**src/rtl/mem_arbiter.sv**
```systemverilog
// -----------------------------------------------------------------------------
// mem_arbiter
//
// Shares a single byte-wide synchronous RAM port between the instruction
// cache (word fetches) and the load/store buffer (byte/half/word loads and
// stores). Requests are arbitrated round-robin when both are pending. Each
// access is broken into byte transactions on the RAM port. Read data is
// assembled little-endian, and a one-cycle done pulse is returned to the
// requester.
//
// Ports
//   clk            system clock, rising edge
//   rst            asynchronous reset, active-low
//   rdy            global enable; low freezes every register
//   rollback       mispredict flush; aborts in-flight reads
//   ic_req/ic_addr         icache fetch request (held until ic_done)
//   ic_done/ic_data        fetch-complete pulse and fetched word
//   ls_req/ls_wr/ls_size/ls_addr/ls_wdata
//                          LSB access (size 0=byte, 1=half, 2=word)
//   ls_done/ls_rdata       LSB-complete pulse and zero-extended load data
//   mem_din/mem_dout/mem_a/mem_wr
//                          byte RAM port (read latency one cycle, mem_wr 1=write)
//   io_buffer_full         UART buffer full; stalls IO-space stores
// -----------------------------------------------------------------------------
module mem_arbiter (
  input  logic        clk,
  input  logic        rst,
  input  logic        rdy,
  input  logic        rollback,

  input  logic        ic_req,
  input  logic [31:0] ic_addr,
  output logic        ic_done,
  output logic [31:0] ic_data,

  input  logic        ls_req,
  input  logic        ls_wr,
  input  logic [1:0]  ls_size,
  input  logic [31:0] ls_addr,
  input  logic [31:0] ls_wdata,
  output logic        ls_done,
  output logic [31:0] ls_rdata,

  input  logic [7:0]  mem_din,
  output logic [7:0]  mem_dout,
  output logic [31:0] mem_a,
  output logic        mem_wr,

  input  logic        io_buffer_full
);

  typedef enum logic [1:0] {
    IDLE  = 2'd0,
    IC_RD = 2'd1,
    LS_RD = 2'd2,
    LS_WR = 2'd3
  } state_t;

  state_t      state, state_nxt;
  logic [2:0]  cnt, cnt_nxt;
  logic        last_grant, last_grant_nxt;   // 0 = IC granted last, 1 = LS
  logic        ic_done_nxt, ls_done_nxt;

  // Access context captured at grant, so a requester that drops its request
  // mid-access cannot disturb the transfer in flight.
  logic [31:0] base_r;
  logic [2:0]  len_r;
  logic [31:0] wdata_r;
  logic [31:0] rd_buf;

  logic        can_grant, grant_ic, grant_ls;
  logic        rd_active, rd_finish, io_blocked;
  logic [31:0] rd_word;
  logic [31:0] cnt_ext;
  logic [2:0]  cnt_m1;

  // Number of bytes in an LSB access; the reserved size code is treated as
  // a word.
  function automatic logic [2:0] len_of(input logic [1:0] size);
    case (size)
      2'd0:    len_of = 3'd1;
      2'd1:    len_of = 3'd2;
      default: len_of = 3'd4;
    endcase
  endfunction

  // Select byte idx of a 32-bit word (little-endian).
  function automatic logic [7:0] byte_of(input logic [31:0] word,
                                         input logic [2:0]  idx);
    case (idx[1:0])
      2'd0:    byte_of = word[7:0];
      2'd1:    byte_of = word[15:8];
      2'd2:    byte_of = word[23:16];
      default: byte_of = word[31:24];
    endcase
  endfunction

  assign cnt_ext = {29'd0, cnt};
  assign cnt_m1  = cnt - 3'd1;

  // ---------------------------------------------------------------------------
  // Arbitration: only from IDLE, never in a cycle that carries a done pulse,
  // and never while a flush is in progress. On a tie the side that did not
  // win last time goes first.
  // ---------------------------------------------------------------------------
  assign can_grant = (state == IDLE) && !ic_done && !ls_done && !rollback;
  assign grant_ic  = can_grant && ic_req && (!ls_req || last_grant);
  assign grant_ls  = can_grant && ls_req && !grant_ic;

  assign rd_active  = (state == IC_RD) || (state == LS_RD);
  // Final read cycle: all bytes issued, last byte arriving on mem_din now.
  assign rd_finish  = rd_active && (cnt == len_r);
  // Stores into IO space (addr[17:16] == 2'b11) wait for UART buffer space.
  assign io_blocked = (state == LS_WR) && (base_r[17:16] == 2'b11) &&
                      io_buffer_full;

  // Read word with the byte now arriving on mem_din merged in. The byte on
  // mem_din belongs to the address issued one cycle earlier, i.e. index cnt-1.
  always_comb begin
    rd_word = rd_buf;
    if (cnt != 3'd0) begin
      rd_word[{cnt_m1[1:0], 3'b000} +: 8] = mem_din;
    end
  end

  // ---------------------------------------------------------------------------
  // State register
  // ---------------------------------------------------------------------------
  always_ff @(posedge clk or negedge rst) begin
    if (!rst) begin
      state      <= IDLE;
      cnt        <= 3'd0;
      last_grant <= 1'b1;
      ic_done    <= 1'b0;
      ls_done    <= 1'b0;
    end else if (rdy) begin
      state      <= state_nxt;
      cnt        <= cnt_nxt;
      last_grant <= last_grant_nxt;
      ic_done    <= ic_done_nxt;
      ls_done    <= ls_done_nxt;
    end
  end

  // ---------------------------------------------------------------------------
  // Next-state logic
  // ---------------------------------------------------------------------------
  always_comb begin
    state_nxt      = state;
    cnt_nxt        = cnt;
    last_grant_nxt = last_grant;
    ic_done_nxt    = 1'b0;
    ls_done_nxt    = 1'b0;
    case (state)
      IDLE: begin
        if (grant_ic) begin
          state_nxt      = IC_RD;
          cnt_nxt        = 3'd0;
          last_grant_nxt = 1'b0;
        end else if (grant_ls) begin
          state_nxt      = ls_wr ? LS_WR : LS_RD;
          cnt_nxt        = 3'd0;
          last_grant_nxt = 1'b1;
        end
      end
      IC_RD, LS_RD: begin
        if (rollback) begin
          // Speculative read squashed: drop partial data, no done pulse.
          state_nxt = IDLE;
          cnt_nxt   = 3'd0;
        end else if (cnt == len_r) begin
          state_nxt   = IDLE;
          cnt_nxt     = 3'd0;
          ic_done_nxt = (state == IC_RD);
          ls_done_nxt = (state == LS_RD);
        end else begin
          cnt_nxt = cnt + 3'd1;
        end
      end
      LS_WR: begin
        // Stores are already committed, so rollback does not affect them.
        if (!io_blocked) begin
          if (cnt == len_r - 3'd1) begin
            state_nxt   = IDLE;
            cnt_nxt     = 3'd0;
            ls_done_nxt = 1'b1;
          end else begin
            cnt_nxt = cnt + 3'd1;
          end
        end
      end
      default: begin
        state_nxt = IDLE;
        cnt_nxt   = 3'd0;
      end
    endcase
  end

  // ---------------------------------------------------------------------------
  // RAM port outputs
  // ---------------------------------------------------------------------------
  always_comb begin
    mem_a    = 32'd0;
    mem_dout = 8'd0;
    mem_wr   = 1'b0;
    case (state)
      IC_RD, LS_RD: begin
        if (rdy) begin
          if (cnt < len_r) begin
            mem_a = base_r + cnt_ext;
          end
        end else if (cnt != 3'd0) begin
          // While frozen, re-present the address whose byte is still
          // awaited, so mem_din carries it again once rdy returns.
          mem_a = base_r + cnt_ext - 32'd1;
        end
      end
      LS_WR: begin
        mem_a    = base_r + cnt_ext;
        mem_dout = byte_of(wdata_r, cnt);
        // Gated by rdy so a frozen cycle does not repeat a write into IO.
        mem_wr   = rdy && !io_blocked;
      end
      default: begin
        mem_a    = 32'd0;
        mem_dout = 8'd0;
        mem_wr   = 1'b0;
      end
    endcase
  end

  // ---------------------------------------------------------------------------
  // Access context and read assembly buffer
  // ---------------------------------------------------------------------------
  always_ff @(posedge clk) begin
    if (rdy) begin
      if (grant_ic) begin
        base_r <= ic_addr;
        len_r  <= 3'd4;
        rd_buf <= 32'd0;
      end else if (grant_ls) begin
        base_r  <= ls_addr;
        len_r   <= len_of(ls_size);
        wdata_r <= ls_wdata;
        rd_buf  <= 32'd0;   // upper bytes of short loads stay zero
      end else if (rd_active && !rollback && (cnt != 3'd0)) begin
        rd_buf <= rd_word;
      end
    end
  end

  // ---------------------------------------------------------------------------
  // Returned read data; holds until the next completion for that requester
  // ---------------------------------------------------------------------------
  always_ff @(posedge clk or negedge rst) begin
    if (!rst) begin
      ic_data  <= 32'd0;
      ls_rdata <= 32'd0;
    end else if (rdy && rd_finish && !rollback) begin
      if (state == IC_RD) begin
        ic_data <= rd_word;
      end else begin
        ls_rdata <= rd_word;
      end
    end
  end

endmodule

```
**config.mk**
```make
export PLATFORM = sky130hd
export DESIGN_NAME = mem_arbiter
export DESIGN_NICKNAME = d
export VERILOG_FILES = /design/src/rtl/mem_arbiter.sv
export SDC_FILE = /design/constraint.sdc
export NUM_CORES = 1
export LEC_CHECK = 0
export ABC_AREA = 1
export ABC_CLOCK_PERIOD_IN_PS = 4600
export BUFFER_PORTS_ARGS = -buffer_cell sky130_fd_sc_hd__buf_2
export CAP_MARGIN = 40
export CORE_MARGIN = 5
export CORE_UTILIZATION = 50
export DETAILED_ROUTE_END_ITERATION = 7
export PLACE_DENSITY = 0.77
export SLEW_MARGIN = 25
export SYNTH_ARGS = -nofsm -noshare
export SYNTH_HDL_FRONTEND = slang
export SYNTH_SLANG_ARGS = --single-unit
export TNS_END_PERCENT = 100
```
**constraint.sdc**
```tcl
create_clock -name clk -period 4.6 [get_ports clk]
set_input_delay 0.92 -clock clk [delete_from_list [all_inputs] [get_ports clk]]
set_output_delay 0.92 -clock clk [all_outputs]
set_load 0.05 [all_outputs]
```
==> results.yml, run 1 <==
outcome:
  status: "complete, no violations"
clock_network:
  numCtsBuffers: 17
  cts_tree: "yes"
  clock_latency_ps: 450
  cts-root-buf: "clkbuf_16"
  cts.clk_slew.worst_paths_ps: 80
  max-clock-path-buffers: 2
  clkSinkCount: 171
  htreeDepth: 4
yosys:
  ys_warn_count: 0
  syn_inst: 1375
  synth_flop_cell: "edfxtp_1"
  synth_seq_area_share_pct: 45.6
  synthAdderAreaFrac_pct: 2.46
  ys_ff_latch: 171
  synth_compound_area_share_pct: 12.2
  synth_top_area_cell: "edfxtp_1"
  synthArstFlopShare_pct: 42.1
  synthXorXnorAreaFrac_pct: 0.585
  synth_top_cell_area_share_pct: 28.4
  syn_nets: 1509
  postSynthAreaPerCell_sq_um: 7.62
  ys_top_cells_by_area: "edfxtp_1 (28%), dfrtp_1 (17%), nand2_1 (16%)"
  synthSimpleGateAreaFrac_pct: 31.7
  synth_area_sq_um: 10500
  synth_top_family_by_area: "simple AND/OR/NAND/NOR gates"
  synthMuxAreaShare_pct: 0
  ys_types: 44
  synth_edf_count: 99
pwr:
  power.density_nw_per_um2: 529
  power_frac_seq_pct: 32.2
  p_sw_share_pct: 47.9
  p_leak_nw: 6.07
  pwr-share-comb_pct: 45.3
  internal_power_mw: 3.50
  finalPower_mw: 6.72
  vdd_ir_drop_max_mv: 0.363
  power_switching_mw: 3.22
  clkPwrFrac_pct: 22.5
timing:
  setup_viol: 0
  fin_skew_ps: 8.34
  rsz0062_at_grt: "false"
  slew_headroom_pct: 46.6
  setup_tns_ps: 0
  maxSlewViolCount: 0
  period_minus_slack_ps: 4430
  fin_crit_sh_pct: 96.3
  tightestPinTransition_ps: 798
  max_freq_mhz: 226
  finalHoldViolCount: 0
die:
  dieArea_sq_um: 23900
  die_height_um: 155
  io_pins: 221
  start_util_pct: 50.3
  row_count: 53
  die_width_um: 155
  core_area_sq_um: 20800
worst_setup_path:
  worstPathCellList: "buf_4 -> clkinvlp_4 -> ha_1 -> inv_1 -> a31oi_1 -> buf_4 -> nand2_1 -> nor2_2 -> clkinvlp_4 -> buf_4 -> a21oi_1 -> o21ai_0 -> a21oi_1 -> buf_2"
  rrSetupSlack_ps: 1330
  path_max_fanout: 24
  required_ps: 3680
  critPathArrivalTime_ps: 3510
  crit_path_frequent_cell: "buf_4"
  slowest_delay_ps: 390
  end_kind: "primary output"
  cp_slowest_cell: "dfrtp_1"
  critPathKind: "reg2out"
  startpoint_type: "flip-flop"
drt:
  vias_per_cell: 5.44
  wl_per_cell_um: 16.0
  ant_nets: 0
  detail_route.first_pass.iterations: 6
  drc: 0
  via_count: 10200
  drt_wl_total_mm: 30.0
  drtIter0Drc: 945
placed_design:
  placed_area_sq_um: 12000
  hpwlAfterDp_mm: 22.6
  port_buffers: 220
  gp_congestion: 0.915
layout:
  layout_common_cells: "nand2_1 (441), buf_2 (214), inv_1 (144), nor2_1 (111), edfxtp_1 (99)"
  syn2layout_area_growth_pct: 21.2
  insertedDiodeCount: 0
  finalInstanceArea_sq_um: 12700
  fill_cells: 1868
  nets: 1720
  mostFrequentLayoutCell: "nand2_1"
  drive_gt1_share_pct: 23.1
global_route:
  track_usage_pct: 25.2
  antenna_found_initial: 3
  grt_pass1_vias: 9707
  grt_max_degree: 37
  grt_pass1_wl_mm: 48.8
  overflow: 0
flow_run:
  drv_cap: 0
min_path:
  hp-class: "in2async"
[registers in the layout (all words and copies together), names as in the netlist]
| name | count |
|---|---|
| last_grant | 1 |
| ls_rdata | 32 |
| ic_done | 1 |
| len_r | 3 |
| ic_data | 32 |
| rd_buf | 32 |
| state | 2 |
| base_r | 32 |
| ls_done | 1 |
| wdata_r | 32 |
| cnt | 3 |
[through the flow]
| step | hold WS, ps | utilization [%] | cells | setup WS [ps] |
|---|---|---|---|---|
| after CTS | 355 | 60.6 | 1873 | 29.2 |
| final | 352 | 61.0 | 1874 | 171 |
| after floorplan | 466 | - | 1375 | 168 |
| after global routing | 372 | 61.0 | 1874 | 10.8 |
| after global placement | 464 | 57.1 | 1837 | 411 |
| after detailed placement | 467 | 57.5 | 1841 | 343 |
[metal layers]
layer  vias up  global-route usage [%]  part of all wire, %
met5         -                       0                 0.19
met4         6                    9.17                  2.9
met3        67                    6.52                  9.4
met2       460                    39.0                   46
met1      4705                    34.3                   41
li1       4956                       -                    -
[worst max-delay path: cells and delay by family, from the launching register on]
kind | cells | cell delay, ps
buffers and inverters | 7 | 1320
AOI/OAI and AO/OA | 4 | 690
and+or+nand+nor | 2 | 490
DFF | 1 | 390
adders and majority gates | 1 | 170
[power groups by stage]
stage,clock network [mW],registers (mW),logic (mW)
floorplan,0,2.85,1.52
finish,1.51,2.16,3.05
global route,1.59,2.20,3.29
global placement,0,2.19,2.93
CTS,1.53,2.16,3.02
detailed placement,0,2.19,3.00
[synth_stat cells (all sizes together) (3+ instances only)]
cell type  count
a21oi         59
a31oi         41
buf            3
clkbuf        49
clkinv         4
dfrtp         71
edfxtp        99
ha            19
inv          148
nand2        472
nand3         85
nand3b         3
nand4         33
nor2         139
nor3           8
nor4           3
o211ai         3
o21ai        103
o21bai         3
o22ai         12
o41ai          4
xnor2          4
xor2           3
[worst paths after layout]
kind	cells past startpoint	from	end
setup / recovery	14	cnt[0]	mem_a[10]
hold / removal	1	rst	ls_rdata[17]
setup reg to reg	13	state[1]	ic_data[0]
hold reg to reg	2	ic_data[29]	ic_data[29]
max in group asynchronous	3	rst	ls_rdata[10]
min in group clk	2	ic_data[29]	ic_data[29]
[area by class of cell]
class	instances	area, sq um	share of cell area (%)
Tap cell	275	344	2.71
Clock buffer	18	450	3.55
Inverter	152	581	4.57
Timing Repair Buffer	244	1360	10.7
Clock inverter	14	188	1.48
Sequential cell	171	4780	37.6
Multi-Input combinational cell	1000	5000	39.4
[cell families (layout without fill, tap and decap cells)]
| family | count (synthesis) | count (layout) |
|---|---|---|
| AND/OR/NAND/NOR | 745 | 745 |
| flip-flops | 171 | 171 |
| AO/OA/AOI/OAI | 228 | 228 |
| adder cells (fa/ha/maj) | 20 | 20 |
| buffers and inverters | 204 | 428 |
| XOR/XNOR | 7 | 7 |
[repair_timing]
item,4_1_cts,5_1_grt
pin swaps,0,2
hold buffers,0,0
resized for setup,4,22
setup endpoints to repair,11,32
setup buffers,0,1
Power figures use the tool's default switching activity.
==> inputs of run 2 (changes only) <==
--- a/config.mk
+++ b/config.mk
@@ -13,6 +13,7 @@
 export CORE_UTILIZATION = 50
 export DETAILED_ROUTE_END_ITERATION = 7
 export PLACE_DENSITY = 0.77
+export RECOVER_POWER = 50
 export SLEW_MARGIN = 25
 export SYNTH_ARGS = -nofsm -noshare
 export SYNTH_HDL_FRONTEND = slang
==> run 2 against run 1 <==
Compared with the run above:
- the run now ends with max-capacitance violations, max-slew violations left
- combinational power fell by 2%
- routed wire length barely moved
- global-route usage did not move
- die area did not move
- sequential share of layout area rose by 0.35 points
- highest routed layer unchanged
==> results.yml, run 2 (synthesis results as in run 1) <==
outcome:
  status: "complete, but fails checks"
  violations: "max-capacitance violations, max-slew violations"
global_route:
  use_met2_pct: 39.0
  track_usage_pct: 25.2
  met3_usage_pct: 6.52
  met1_usage_pct: 34.3
  antenna_found_initial: 3
  grt_pass1_wl_mm: 48.8
  overflow: 0
  grt_max_degree: 37
  top_usage_layer: "met2"
  grt_pass1_vias: 9707
drt:
  drtIter0Drc: 1059
  drc: 0
  vias_per_cell: 5.45
  detail_route.first_pass.iterations: 5
  ant_nets: 0
  drt_wl_total_mm: 30.0
  wl_per_cell_um: 16.0
  via_count: 10200
worst_setup_path:
  crit_path_frequent_cell: "buf_4"
  path_max_fanout: 24
  required_ps: 3680
  critPathKind: "reg2out"
  slowest_delay_ps: 390
  end_kind: "primary output"
  critPathArrivalTime_ps: 3490
  cp_slowest_cell: "dfrtp_1"
  worstPathCellList: "buf_4 -> clkinvlp_4 -> ha_1 -> inv_1 -> a31oi_1 -> buf_4 -> nand2_1 -> nor2_2 -> clkinvlp_4 -> buf_4 -> a21oi_1 -> o21ai_0 -> a21oi_1 -> buf_2"
  startpoint_type: "flip-flop"
placed_design:
  dp_slack_ps: 343
  gp_congestion: 0.915
  hpwlAfterDp_mm: 22.6
  dpl.cell_count: 1841
  port_buffers: 220
layout:
  syn2layout_area_growth_pct: 20.1
  fin_util_pct: 60.4
  nets: 1720
  mostFrequentLayoutCell: "nand2_1"
  final_cell_count_no_fill: 1874
  layout_common_cells: "nand2_1 (441), buf_2 (147), inv_1 (144), nor2_1 (111), edfxtp_1 (99)"
  insertedDiodeCount: 0
  drive_gt1_share_pct: 18.6
die:
  row_count: 53
  io_pins: 221
  start_util_pct: 50.3
  core_area_sq_um: 20800
  dieArea_sq_um: 23900
  die_width_um: 155
  die_height_um: 155
timing:
  tightestPinTransition_ps: 1520
  rsz0062_at_grt: "false"
  max_freq_mhz: 227
  period_minus_slack_ps: 4410
  timing.final.ws_setup_ps: 188
  slew_headroom_pct: -1.66
  fin_crit_sh_pct: 95.9
  maxSlewViolCount: 36
  fin_skew_ps: 11.7
  setup_viol: 0
  setup_tns_ps: 0
  finalHoldViolCount: 0
pwr:
  p_leak_nw: 5.79
  finalPower_mw: 6.67
  vdd_ir_drop_max_mv: 0.351
  power.density_nw_per_um2: 530
clock_network:
  numCtsBuffers: 17
  max-clock-path-buffers: 2
  cts.clk_slew.worst_paths_ps: 80
  hold_buffers: 0
  htreeDepth: 4
  cts_tree: "yes"
  clock_latency_ps: 440
  cts-root-buf: "clkbuf_16"
  clkSinkCount: 171
flow_run:
  drv_cap: 1
min_path:
  hp-class: "in2async"
-- run 2: changes by cell type in the layout (fill, tap and decap cells not counted) --
cell	delta
buf_12	-1
buf_2	-67
buf_4	-5
clkbuf_1	+72
clkbuf_2	+1
-- run 2: routing by layer --
layer  share of wire, %  wire length, um
met1                 42            12500
met2                 46            13800
met5               0.19               58
met4                2.9              874
met3                9.3             2780
-- run 2: worst paths after layout --
| kind | startpoint | to | slack, ps | depth (start not counted) |
|---|---|---|---|---|
| max reg2reg | state[1] | ic_data[0] | 450 | 13 |
| max in group asynchronous | rst | ls_rdata[10] | 1640 | 3 |
| min in group clk | ic_data[29] | ic_data[29] | 490 | 2 |
| min reg2reg | ic_data[29] | ic_data[29] | 490 | 2 |
| min | rst | ls_rdata[17] | 470 | 1 |
| max | cnt[0] | mem_a[10] | 190 | 14 |
-- run 2: power by group --
part	switching, mW	internal (mW)	total [mW]
sequential	0.177	1.99	2.17
clock	0.730	0.779	1.51
combinational	2.32	0.667	2.99
-- run 2: area by class of cell --
cell class                      instances  area [sq um]
Fill cell                            1906          8250
Tap cell                              275           344
Inverter                              152           581
Sequential cell                       171          4780
Clock buffer                           18           450
Clock inverter                         14           188
Timing Repair Buffer                  244          1240
Multi-Input combinational cell       1000          5000
-- run 2: worst max-delay path, delay by kind of cell (launching register included) --
| family | cells | cell delay (ps) |
|---|---|---|
| compound gates | 4 | 690 |
| fa+ha+maj | 1 | 170 |
| buf+inv | 7 | 1320 |
| flops | 1 | 390 |
| simple gates | 2 | 470 |
-- run 2: stage by stage --
step	instance area (sq um)	hold slack, ps
after CTS	12600	355
after global routing	12600	519
final	12600	466
after detailed placement	12000	467
after global placement	11900	464
after floorplan	10500	466
-- run 2: what timing repair did --
| item | 4_1_cts | 5_1_grt |
|---|---|---|
| endpoints found under the setup margin | 11 | 32 |
| gates resized for setup | 4 | 22 |
| pin swaps | 0 | 2 |
| cloned | 0 | 0 |
| buffers inserted | 0 | 1 |
==> inputs of run 3 (changes only) <==
--- a/config.mk
+++ b/config.mk
@@ -14,6 +14,7 @@
 export DETAILED_ROUTE_END_ITERATION = 7
 export PLACE_DENSITY = 0.77
 export RECOVER_POWER = 50
+export REMOVE_ABC_BUFFERS = 1
 export SLEW_MARGIN = 25
 export SYNTH_ARGS = -nofsm -noshare
 export SYNTH_HDL_FRONTEND = slang
==> run 3 against run 2 <==
Compared with the run above:
- the flow finishes with violations (design-rule violations, max-capacitance violations, max-slew violations)
- design area shrank 0.85%
- critical path depth grew 4
- power shrank 2.2%
- routed wire length grew 1.3%
- first-iteration DRC count shrank 7.0%
==> results.yml, run 3 (synthesis results as in run 1) <==
worst_setup_path:
  path_delay_family: "simple AND/OR/NAND/NOR gates"
  worstPathCellList: "ha_1 -> fa_2 -> nand3_1 -> nand2_2 -> nand2_2 -> nand2_1 -> nand2_1 -> nand2_1 -> nor2_1 -> nand3_2 -> nor2_4 -> nand2_1 -> nand2_1 -> nand3_1 -> nand2_1 -> nand2_1 -> a21oi_2 -> buf_2"
  rrSetupSlack_ps: 500
  r2r_cells: 10
  startpoint_type: "flip-flop"
  required_ps: 3680
  crit_path_frequent_cell: "nand2_1"
  critPathArrivalTime_ps: 3500
  critPathKind: "reg2out"
  path_buf_inv: 1
  r2r-end: "base_r[28]"
  end_kind: "primary output"
  cp_slowest_cell: "fa_2"
  startpoint: "cnt[0]"
  reg2reg_from: "state[0]"
  path_max_fanout: 7
  slowest_delay_ps: 400
die:
  die_height_um: 155
  dieArea_sq_um: 23900
  io_pins: 221
  core_area_sq_um: 20800
  start_util_pct: 50.3
  row_count: 53
  die_width_um: 155
layout:
  fill_cells: 1923
  drive_gt1_share_pct: 18.3
  finalInstanceArea_sq_um: 12500
  final_cell_count_no_fill: 1878
  fin_util_pct: 59.9
  nets: 1724
  insertedDiodeCount: 0
  layout_common_cells: "nand2_1 (441), inv_1 (147), buf_2 (146), nor2_1 (112), edfxtp_1 (99)"
  syn2layout_area_growth_pct: 19.1
  mostFrequentLayoutCell: "nand2_1"
clock_network:
  clock_latency_ps: 430
  numCtsBuffers: 17
  max-clock-path-buffers: 2
  cts_tree: "yes"
  htreeDepth: 4
  cts.clk_slew.worst_paths_ps: 70
  hold_buffers: 0
  cts-root-buf: "clkbuf_16"
  clkSinkCount: 171
min_path:
  hold_depth: 2
  holdPathEnd: "ls_rdata[28]"
  min-delay-start: "ls_rdata[28]"
  hp-class: "reg2reg"
drt:
  via_count: 10100
  ant_nets: 0
  drc: 1
  vias_per_cell: 5.36
  detail_route.first_pass.iterations: 8
  wl_per_cell_um: 16.2
  drtIter0Drc: 985
  drt_wl_total_mm: 30.4
flow_run:
  drv_cap: 2
pwr:
  power_switching_mw: 3.14
  clkPwrFrac_pct: 21.4
  p_leak_nw: 5.78
  vdd_ir_drop_max_mv: 0.313
  pwr-share-comb_pct: 45.3
  p_sw_share_pct: 48.1
  power.density_nw_per_um2: 523
  internal_power_mw: 3.38
  power_frac_seq_pct: 33.3
timing:
  timing.final.ws_setup_ps: 180
  slew_headroom_pct: -25.8
  finalHoldViolCount: 0
  fin_crit_sh_pct: 96.1
  period_minus_slack_ps: 4420
  max_freq_mhz: 226
  fin_skew_ps: 16.1
  maxSlewViolCount: 74
  hold_ws_ps: 488
  setup_viol: 0
  tightestPinTransition_ps: 1890
global_route:
  overflow: 0
  antenna_found_initial: 2
  grt_pass1_vias: 9406
  track_usage_pct: 25.1
  grt_max_degree: 48
  grt_pass1_wl_mm: 48.2
placed_design:
  hpwlAfterDp_mm: 23.1
  dpl.cell_count: 1841
  dp_slack_ps: 400
  placed_area_sq_um: 11900
  port_buffers: 220
  gp_congestion: 0.966
outcome:
  violations: "design-rule violations, max-capacitance violations, max-slew violations"
  status: "complete, but fails checks"
run 3: cell count changes in the layout (fill, tap and decap cells not counted), moves of 2 or more:
cell      before  now
clkinv_8       6    3
clkinv_4       0    4
inv_12         2    0
inv_8          2    4
a21oi_2        9    7
clkinv_2       0    2
nor2_4        14   12
a21oi_1       50   52
inv_1        144  147
buf_4         18   21
inv_6          4    2
inv_2          3    1
clkbuf_4       2    5
run 3: timing repair:
item	in CTS	in global routing
pin swaps	0	2
buffers inserted	0	5
resized for setup	1	22
cloned	0	0
setup endpoints to repair	2	26
run 3: worst max path at each step:
stage                             to  slack (ps)  cells past startpoint
final                      mem_a[29]         180                     18
after global routing       mem_a[31]         -20                     20
after CTS                  mem_a[24]          40                     18
after detailed placement    mem_a[5]         400                     13
after global placement     mem_a[19]         530                     18
after floorplan           wdata_r[0]       -1340                      8
run 3: worst reg2reg max path, stage by stage, from the launching register on:
cell,delay (ps)
dfrtp_1,410
inv_1,130
ha_1,200
inv_1,100
nor4_1,500
and3_1,240
clkbuf_1,1180
inv_1,570
buf_8,330
nand2_1,100
nand2_1,70
run 3: area by class of cell:
type | instances | area [sq um] | share of cell area (%)
tap | 275 | 344 | 2.76
clock inverter | 15 | 156 | 1.25
sequential | 171 | 4780 | 38.3
clock buffer | 17 | 425 | 3.41
inverter | 152 | 577 | 4.63
multi-input combinational | 1000 | 4960 | 39.8
timing repair buffer | 248 | 1220 | 9.82
run 3: stage by stage:
| stage | TNS, ps | total power [mW] |
|---|---|---|
| floorplan | -88530 | 4.32 |
| global placement | 0 | 5.12 |
| detailed placement | 0 | 5.17 |
| CTS | 0 | 6.57 |
| global route | -36.0 | 6.88 |
| finish | 0 | 6.52 |
run 3: power groups by stage:
stage	clock [mW]	sequential (mW)	combinational, mW
2_1_floorplan	0	2.86	1.46
3_3_place_gp	0	2.18	2.94
3_5_place_dp	0	2.19	2.98
4_1_cts	1.41	2.16	2.99
5_1_grt	1.47	2.21	3.20
6_report	1.40	2.17	2.96
run 3: per-layer routing:
layer / vias to the layer above / wire (um) / share of wire [%] / global-route usage [%]
met5: - / 29 / 0.095 / 0
met4: 4 / 343 / 1.1 / 5.13
met3: 37 / 2720 / 8.9 / 4.95
met2: 433 / 13800 / 45 / 39.3
met1: 4626 / 13500 / 44 / 36.4
li1: 4970 / - / - / -
